$ cat src/rtl/ram2p_fifo_ctrl_pkg.sv
`default_nettype none
// ============================================================================
// Module      : ram2p_fifo_pkg
// Description : Shared defaults and types for the two-port-RAM FIFO
//               controller (RAM geometry, pointer and data word types).
// Revision    : 1.0 - initial release
// ============================================================================
package ram2p_fifo_pkg;

  // Default RAM geometry: 256 entries of 116 bits.
  localparam int RAM2P_DEPTH  = 256;
  localparam int RAM2P_WIDTH  = 116;
  localparam int RAM2P_ADDR_W = 8;

  // Pointer carries one extra wrap bit so full and empty are distinguishable.
  typedef logic [RAM2P_ADDR_W:0]   ptr_t;

  // One FIFO word as stored in the RAM.
  typedef logic [RAM2P_WIDTH-1:0]  data_t;

endpackage
`default_nettype wire

$ cat src/rtl/ram2p_fifo_ctrl_if.sv
`default_nettype none
// ============================================================================
// Module      : ram2p_fifo_ctrl_if
// Description : Push/pop valid-ready stream bundle of the FIFO controller.
//               master = producer/consumer side, slave = FIFO side.
// Revision    : 1.0 - initial release
// ============================================================================
interface ram2p_fifo_ctrl_if
  import ram2p_fifo_pkg::*;
#(
  parameter int WIDTH = RAM2P_WIDTH
) ();

  logic             pushValid;
  logic             pushReady;
  logic [WIDTH-1:0] pushData;
  logic             popValid;
  logic             popReady;
  logic [WIDTH-1:0] popData;

  modport master (
    output pushValid, pushData, popReady,
    input  pushReady, popValid, popData
  );

  modport slave (
    input  pushValid, pushData, popReady,
    output pushReady, popValid, popData
  );

endinterface
`default_nettype wire

$ cat src/rtl/ram2p_fifo_ctrl_outstage.sv
`default_nettype none
// ============================================================================
// Module      : ram2p_fifo_outstage
// Description : Two-entry show-ahead output stage (out + skid register).
//               Accepts one word per cycle on in_valid and presents the
//               oldest word on pop_data with a valid/ready handshake.
//               The caller guarantees in_valid never arrives when both
//               slots stay occupied through the cycle.
// Revision    : 1.0 - initial release
// ============================================================================
module ram2p_fifo_outstage
  import ram2p_fifo_pkg::*;
#(
  parameter int WIDTH = RAM2P_WIDTH
) (
  input  logic             clk,
  input  logic             rst_n,
  input  logic             in_valid,
  input  logic [WIDTH-1:0] in_data,
  output logic             pop_valid,
  input  logic             pop_ready,
  output logic [WIDTH-1:0] pop_data,
  output logic [1:0]       stage_count
);

  logic             out_valid;
  logic [WIDTH-1:0] out_data;
  logic             skid_valid;
  logic [WIDTH-1:0] skid_data;
  logic             pop_fire;

  assign pop_fire = out_valid & pop_ready;

  // Keep the oldest word in out; the skid slot only ever holds the next one.
  always_ff @(posedge clk or negedge rst_n) begin
    if (!rst_n) begin
      out_valid  <= 1'b0;
      out_data   <= '0;
      skid_valid <= 1'b0;
      skid_data  <= '0;
    end else begin
      if (pop_fire) begin
        if (skid_valid) begin
          // Skid advances; a new arrival refills the skid slot.
          out_data <= skid_data;
          if (in_valid) begin
            skid_data <= in_data;
          end else begin
            skid_valid <= 1'b0;
          end
        end else if (in_valid) begin
          // Single entry replaced directly by the arriving word.
          out_data <= in_data;
        end else begin
          out_valid <= 1'b0;
        end
      end else if (in_valid) begin
        if (!out_valid) begin
          out_valid <= 1'b1;
          out_data  <= in_data;
        end else begin
          skid_valid <= 1'b1;
          skid_data  <= in_data;
        end
      end
    end
  end

  assign pop_valid   = out_valid;
  assign pop_data    = out_data;
  assign stage_count = {1'b0, out_valid} + {1'b0, skid_valid};

endmodule
`default_nettype wire

$ cat src/rtl/ram2p_fifo_ctrl.sv
`default_nettype none
// ============================================================================
// Module      : ram2p_fifo_ctrl
// Description : Synchronous FIFO controller around an external two-port RAM
//               (one write port, one registered read port, 1-cycle read
//               latency). Presents a show-ahead valid/ready pop stream with
//               full throughput using a 2-entry output stage.
//               Optional feature macro: RAM2P_FIFO_CTRL_BYPASS_EN
//               (when defined, a push into an empty FIFO skips the RAM and
//               reaches popValid one edge after acceptance).
// Revision    : 1.0 - initial release
// ============================================================================
module ram2p_fifo_ctrl
  import ram2p_fifo_pkg::*;
#(
  parameter int DEPTH  = RAM2P_DEPTH,
  parameter int WIDTH  = RAM2P_WIDTH,
  parameter int ADDR_W = RAM2P_ADDR_W
) (
  input  logic              clockCore,
  input  logic              resetCoreN,
  ram2p_fifo_ctrl_if.slave  bus,
  output logic [ADDR_W:0]   count,
  output logic              ramEnableWrite,
  output logic [ADDR_W-1:0] ramAddressWrite,
  output logic [WIDTH-1:0]  ramWriteData,
  output logic              ramEnableRead,
  output logic [ADDR_W-1:0] ramAddressRead,
  input  logic [WIDTH-1:0]  ramReadData
);

  localparam logic [ADDR_W:0] FULL_LEVEL = (ADDR_W+1)'(DEPTH);

  // Pointers and occupancy of the RAM portion only.
  logic [ADDR_W:0]  wr_ptr;
  logic [ADDR_W:0]  rd_ptr;
  logic [ADDR_W:0]  wr_ptr_next;
  logic [ADDR_W:0]  rd_ptr_next;
  logic [ADDR_W:0]  mem_count;
  logic [ADDR_W:0]  mem_count_next;

  logic             push_ready_q;
  logic             in_flight;
  logic             push_fire;
  logic             pop_fire;
  logic             ram_write;
  logic             read_issue;
  logic             bypass_take;
  logic             stage_room;
  logic [1:0]       stage_count;
  logic [2:0]       stage_load;
  logic [WIDTH-1:0] stage_in_data;

  assign mem_count = wr_ptr - rd_ptr;
  assign push_fire = bus.pushValid & push_ready_q;
  assign pop_fire  = bus.popValid & bus.popReady;

  // Words already committed to the stage plus the one travelling from the
  // RAM; a new word may be launched only if it will have a slot to land in.
  // "load - pop_fire < 2" is written as "load < 2 + pop_fire" to stay unsigned.
  assign stage_load = {1'b0, stage_count} + {2'b00, in_flight};
  assign stage_room = (stage_load < (3'd2 + {2'b00, pop_fire}));
  assign read_issue = (mem_count != '0) && stage_room;

`ifdef RAM2P_FIFO_CTRL_BYPASS_EN
  // The in-flight slot also carries bypassed words so the stage sees one
  // uniform arrival path and ordering cannot be violated.
  logic             byp_flight;
  logic [WIDTH-1:0] byp_data;

  assign bypass_take = push_fire && (mem_count == '0) && !in_flight && stage_room;

  // Capture the bypassed push so it lands in the stage on the next edge.
  always_ff @(posedge clockCore or negedge resetCoreN) begin
    if (!resetCoreN) begin
      byp_flight <= 1'b0;
      byp_data   <= '0;
    end else begin
      byp_flight <= bypass_take;
      if (bypass_take) begin
        byp_data <= bus.pushData;
      end
    end
  end

  assign stage_in_data = byp_flight ? byp_data : ramReadData;
`else
  assign bypass_take   = 1'b0;
  assign stage_in_data = ramReadData;
`endif

  assign ram_write      = push_fire & ~bypass_take;
  assign wr_ptr_next    = wr_ptr + {{ADDR_W{1'b0}}, ram_write};
  assign rd_ptr_next    = rd_ptr + {{ADDR_W{1'b0}}, read_issue};
  assign mem_count_next = wr_ptr_next - rd_ptr_next;

  // Pointer, in-flight and registered push-ready bookkeeping.
  always_ff @(posedge clockCore or negedge resetCoreN) begin
    if (!resetCoreN) begin
      wr_ptr       <= '0;
      rd_ptr       <= '0;
      in_flight    <= 1'b0;
      push_ready_q <= 1'b0;
    end else begin
      wr_ptr       <= wr_ptr_next;
      rd_ptr       <= rd_ptr_next;
      in_flight    <= read_issue | bypass_take;
      // Registered from the RAM level only: a pop at full frees a slot
      // one edge later, never in the same cycle.
      push_ready_q <= (mem_count_next < FULL_LEVEL);
    end
  end

  // Total occupancy: every accepted push adds one, every pop removes one.
  always_ff @(posedge clockCore or negedge resetCoreN) begin
    if (!resetCoreN) begin
      count <= '0;
    end else begin
      count <= count + {{ADDR_W{1'b0}}, push_fire} - {{ADDR_W{1'b0}}, pop_fire};
    end
  end

  ram2p_fifo_outstage #(
    .WIDTH (WIDTH)
  ) u_outstage (
    .clk         (clockCore),
    .rst_n       (resetCoreN),
    .in_valid    (in_flight),
    .in_data     (stage_in_data),
    .pop_valid   (bus.popValid),
    .pop_ready   (bus.popReady),
    .pop_data    (bus.popData),
    .stage_count (stage_count)
  );

  assign bus.pushReady   = push_ready_q;

  assign ramEnableWrite  = ram_write;
  assign ramAddressWrite = wr_ptr[ADDR_W-1:0];
  assign ramWriteData    = ram_write ? bus.pushData : '0;

  assign ramEnableRead   = read_issue;
  assign ramAddressRead  = rd_ptr[ADDR_W-1:0];

endmodule
`default_nettype wire

$ cat src/flat_wrapper.sv
// flat-port wrapper written by rule: the top's interface ports become plain ports
module ram2p_fifo_ctrl_flat import ram2p_fifo_pkg::*;
#(
  parameter int DEPTH  = RAM2P_DEPTH,
  parameter int WIDTH  = RAM2P_WIDTH,
  parameter int ADDR_W = RAM2P_ADDR_W
)
  (clockCore, resetCoreN, count, ramEnableWrite, ramAddressWrite, ramWriteData, ramEnableRead, ramAddressRead, ramReadData, bus_pushValid, bus_pushData, bus_popReady, bus_pushReady, bus_popValid, bus_popData);
  ram2p_fifo_ctrl_if #(.WIDTH(WIDTH)) bus_i ();
  input  logic clockCore;
  input  logic resetCoreN;
  output logic [ADDR_W:0] count;
  output logic ramEnableWrite;
  output logic [ADDR_W-1:0] ramAddressWrite;
  output logic [WIDTH-1:0] ramWriteData;
  output logic ramEnableRead;
  output logic [ADDR_W-1:0] ramAddressRead;
  input  logic [WIDTH-1:0] ramReadData;
  input wire logic [$bits(bus_i.pushValid)-1:0] bus_pushValid;
  input wire logic [$bits(bus_i.pushData)-1:0] bus_pushData;
  input wire logic [$bits(bus_i.popReady)-1:0] bus_popReady;
  output wire logic [$bits(bus_i.pushReady)-1:0] bus_pushReady;
  output wire logic [$bits(bus_i.popValid)-1:0] bus_popValid;
  output wire logic [$bits(bus_i.popData)-1:0] bus_popData;
  assign bus_i.pushValid = bus_pushValid;
  assign bus_i.pushData = bus_pushData;
  assign bus_i.popReady = bus_popReady;
  assign bus_pushReady = bus_i.pushReady;
  assign bus_popValid = bus_i.popValid;
  assign bus_popData = bus_i.popData;
  ram2p_fifo_ctrl #(.DEPTH(DEPTH), .WIDTH(WIDTH), .ADDR_W(ADDR_W)) u_core (.clockCore(clockCore), .resetCoreN(resetCoreN), .bus(bus_i), .count(count), .ramEnableWrite(ramEnableWrite), .ramAddressWrite(ramAddressWrite), .ramWriteData(ramWriteData), .ramEnableRead(ramEnableRead), .ramAddressRead(ramAddressRead), .ramReadData(ramReadData));
endmodule
$ cat config.mk
export PLATFORM = sky130hd
export DESIGN_NAME = ram2p_fifo_ctrl_flat
export DESIGN_NICKNAME = d
export VERILOG_FILES = /design/src/rtl/ram2p_fifo_ctrl_pkg.sv /design/src/rtl/ram2p_fifo_ctrl_if.sv /design/src/rtl/ram2p_fifo_ctrl_outstage.sv /design/src/rtl/ram2p_fifo_ctrl.sv /design/src/flat_wrapper.sv
export SDC_FILE = /design/constraint.sdc
export NUM_CORES = 1
export LEC_CHECK = 0
export ABC_CLOCK_PERIOD_IN_PS = 3800
export CELL_PAD_IN_SITES_DETAIL_PLACEMENT = 0
export CELL_PAD_IN_SITES_GLOBAL_PLACEMENT = 2
export CORE_ASPECT_RATIO = 2
export CORE_UTILIZATION = 24
export CTS_CLUSTER_SIZE = 24
export DETAILED_ROUTE_END_ITERATION = 16
export GPL_ROUTABILITY_DRIVEN = 1
export PLACE_DENSITY = 0.77
export SYNTH_ARGS = -nofsm -noshare
export SYNTH_HDL_FRONTEND = slang
export SYNTH_SLANG_ARGS = --single-unit
$ cat constraint.sdc
create_clock -name clockCore -period 3.8 [get_ports clockCore]
set_clock_uncertainty 0.15 [all_clocks]
set_input_delay 0.57 -clock clockCore [delete_from_list [all_inputs] [get_ports clockCore]]
set_output_delay 0.57 -clock clockCore [all_outputs]
set_load 0.1 [all_outputs]
==> impl_metrics.toml, run 1 <==
[global_route]
grtUsageTotal_pct = 17.4
grt_max_degree = 118
grt_pass1_vias = 10800
grt_pass1_wl_um = 67600
grt_overflow = 0
antenna_found_initial = 7

[final_layout]
layout_common_cells = "clkdlybuf4s50_1, dfrtp_1, buf_4, nor2_1, a21oi_1"
drive_gt1_share_pct = 20.7
syn_to_final_growth_pct = 52.4
final_common_cell = "clkdlybuf4s50_1"
layout.nets = 1861

[timing]
timing.slew.headroom_pct = 26.2
setup_viol = 0
setup_ws_ps = 120
fin_hold_ws_ps = 335
timing.final.crit_share_pct = 96.8
finalHoldViolCount = 0
tightest_slew_ps = 1100
fin_crit_ps = 3680
fmax_mhz = 272
drv_slew = 0

[yosys]
yosys_warnings = 0
synthCells = 1107
synth-seq-area-share_pct = 52.3
yosysTopAreaCell = "dfrtp_1"
ys_seq_elements = 263
netlist.area_leader.share_pct = 52.3
syn_avg_cell_area_um2 = 11.4
netlist_area_um2 = 12600
synth_nets = 1374
synth_cell_types = 47
yosys-top-cells-area = "dfrtp_1, mux2i_1, mux2_2, and3_1, a21oi_1"

[worst_setup_path]
required_ps = 4080
path_class = "register to register"
cp.depth = 18
cp_cell_sequence = "inv_2 > ha_4 > nor2b_4 > o211ai_1 > a21oi_2 > buf_4 > xor2_1 > o41a_4 > ha_4 > ha_4 > nand2_2 > nor2_1 > xnor2_1 > ha_1 > a21o_1 > a21oi_2 > o21ai_2 > xor3_1"
start_kind = "register"
cp_max_fo = 3
reg2reg_depth = 18
cpMostUsedCell = "ha_4"
crit_family = "compound AO/OA/AOI/OAI gates"
reg2reg_slack_ps = 120
arrival_ps = 3960
cp_slowest_cell = "o41a_4"
slowest_delay_ps = 500
cp-end-kind = "register"
crit_buf_inv = 2

[drt]
firstDrtPassIters = 5
drt-wirelength-per-cell_um = 20.8
num_vias = 10300
drt_iter0_drc = 507
viasPerCell = 4.52
wl_um = 47300
drc_errors = 0
ant_nets = 0

[floorplan]
core_area_um2 = 51800
dieArea_um2 = 53400
die_h_um = 326
io_pins = 497
floorplan.rows = 118
die_w_um = 164
initial_core_util_pct = 24.3

[clock_network]
root_buffer = "clkbuf_16"
cts-htree-levels = 1
cts_buffers = 26
clock_sinks = 263
clkSlewWorstSetupHoldPaths_ps = 60
clock_path_buffers = 3
clk_latency_ps = 560
cts_tree = "done"

[placed_design]
place_congestion = 0.979
pre_cts_slack_ps = -86.4
port_buffers = 496
dp_hpwl_um = 37000

[outcome]
status = "completed"

[min_path]
hold_depth = 1
min_path_type = "register to register"

[flow_run]
max_cap_viol_count = 0
[per-stage QoR]
step / area, um^2 / std cells / util [%] / setup TNS, ps
final: 19200 / 2277 / 37.0 / 0
after global routing: 19200 / 2277 / 37.0 / -3.19
after CTS: 19100 / 2272 / 36.9 / 0
after detailed placement: 18100 / 2223 / 34.9 / -86.4
after global placement: 18100 / 2223 / 34.9 / -83.4
after floorplan: 12600 / 1107 / - / 0
[cells in the mapped netlist, drive strengths merged]
library cell and n:
inv 32, nand3 7, a21boi 1, dfrtp 263, a21oi 126, o2111ai 1, nor2b 4, clkbuf 43
o311ai 1, a211oi 1, a31oi 1, xnor2 16, ha 29, and2 2, mux2 116, or4 1
mux2i 117, nand2b 4, fa 2, o22ai 1, nand4 1, nor4 2, a21o 5, nor3 3
xor2 9, buf 48, o211ai 1, xor3 1, o41a 1, nand2 11, or2 1, o21ai 10
and3 118, nor2 128
[registers in the layout (all words and copies together), names as in the netlist]
register and flops:
u_core.count 9, u_core.u_outstage.pop_data 116, u_core.u_outstage.pop_valid 1, u_core.bus.pushReady 1, u_core.rd_ptr 9, u_core.wr_ptr 9, u_core.u_outstage.skid_data 116, u_core.u_outstage.skid_valid 1
u_core.in_flight 1
[path summary, 6_finish.rpt]
kind | from | end
min in group asynchronous | resetCoreN | u_core.u_outstage.skid_data[12]$_DFFE_PN0P_
setup reg to reg | u_core.rd_ptr[1]$_DFF_PN0_ | u_core.bus.pushReady$_DFF_PN0_
setup / recovery | u_core.rd_ptr[1]$_DFF_PN0_ | u_core.bus.pushReady$_DFF_PN0_
hold / removal | u_core.u_outstage.skid_data[110]$_DFFE_PN0P_ | u_core.u_outstage.skid_data[110]$_DFFE_PN0P_
hold reg to reg | u_core.u_outstage.skid_data[110]$_DFFE_PN0P_ | u_core.u_outstage.skid_data[110]$_DFFE_PN0P_
max in group asynchronous | resetCoreN | u_core.wr_ptr[2]$_DFF_PN0_
[timing repair]
action	CTS	global route
hold buffers	1	0
resized for setup	12	7
pin swaps	13	8
endpoints found under the hold margin	95	0
endpoints found under the setup margin	1	1
gates cloned	0	0
setup buffers	3	0
[logic make-up (layout without fill, tap and decap cells)]
kind of cell,Yosys count,count (layout),share of synthesized area [%]
compound gates,149,149,6.28
fa+ha+maj,31,31,3.20
other cells,0,5,0
buf+inv,123,628,4.90
mux,233,233,19.7
simple gates,282,282,11.5
flops,263,263,52.3
xor+xnor,26,26,2.05
[area by class of cell]
cell class | count | area, um^2
Antenna cell | 5 | 12.5
Clock buffer | 34 | 721
Clock inverter | 12 | 205
Fill cell | 5109 | 32700
Inverter | 32 | 120
Multi-Input combinational cell | 721 | 5520
Sequential cell | 263 | 6580
Tap cell | 660 | 826
Timing Repair Buffer | 550 | 5180
[routing by layer]
layer / vias to the layer above / GRT usage (%) / share of wire, %
met5: - / 0 / 0
met4: 0 / 7.59 / 3.3
met3: 61 / 3.90 / 7.0
met2: 432 / 31.1 / 51
met1: 4994 / 19.3 / 39
li1: 4804 / - / -
Power of run 1 is not shown: default switching activity piles up to over one toggle a cycle in this logic, so the estimate is an artifact.
==> inputs of run 2 (changes only) <==
GPL_TIMING_DRIVEN = 1   (was unset)
==> results of run 2 <==
No change in the layout: final DEF, timing and power equal those of run 1.
Power of run 2 is left out for the same reason.
==> inputs of run 3 (changes only) <==
HOLD_SLACK_MARGIN = 0.12   (was unset)
==> results of run 3 <==
No change in the layout: final DEF, timing and power equal those of run 1.
Power of run 3 is left out for the same reason.
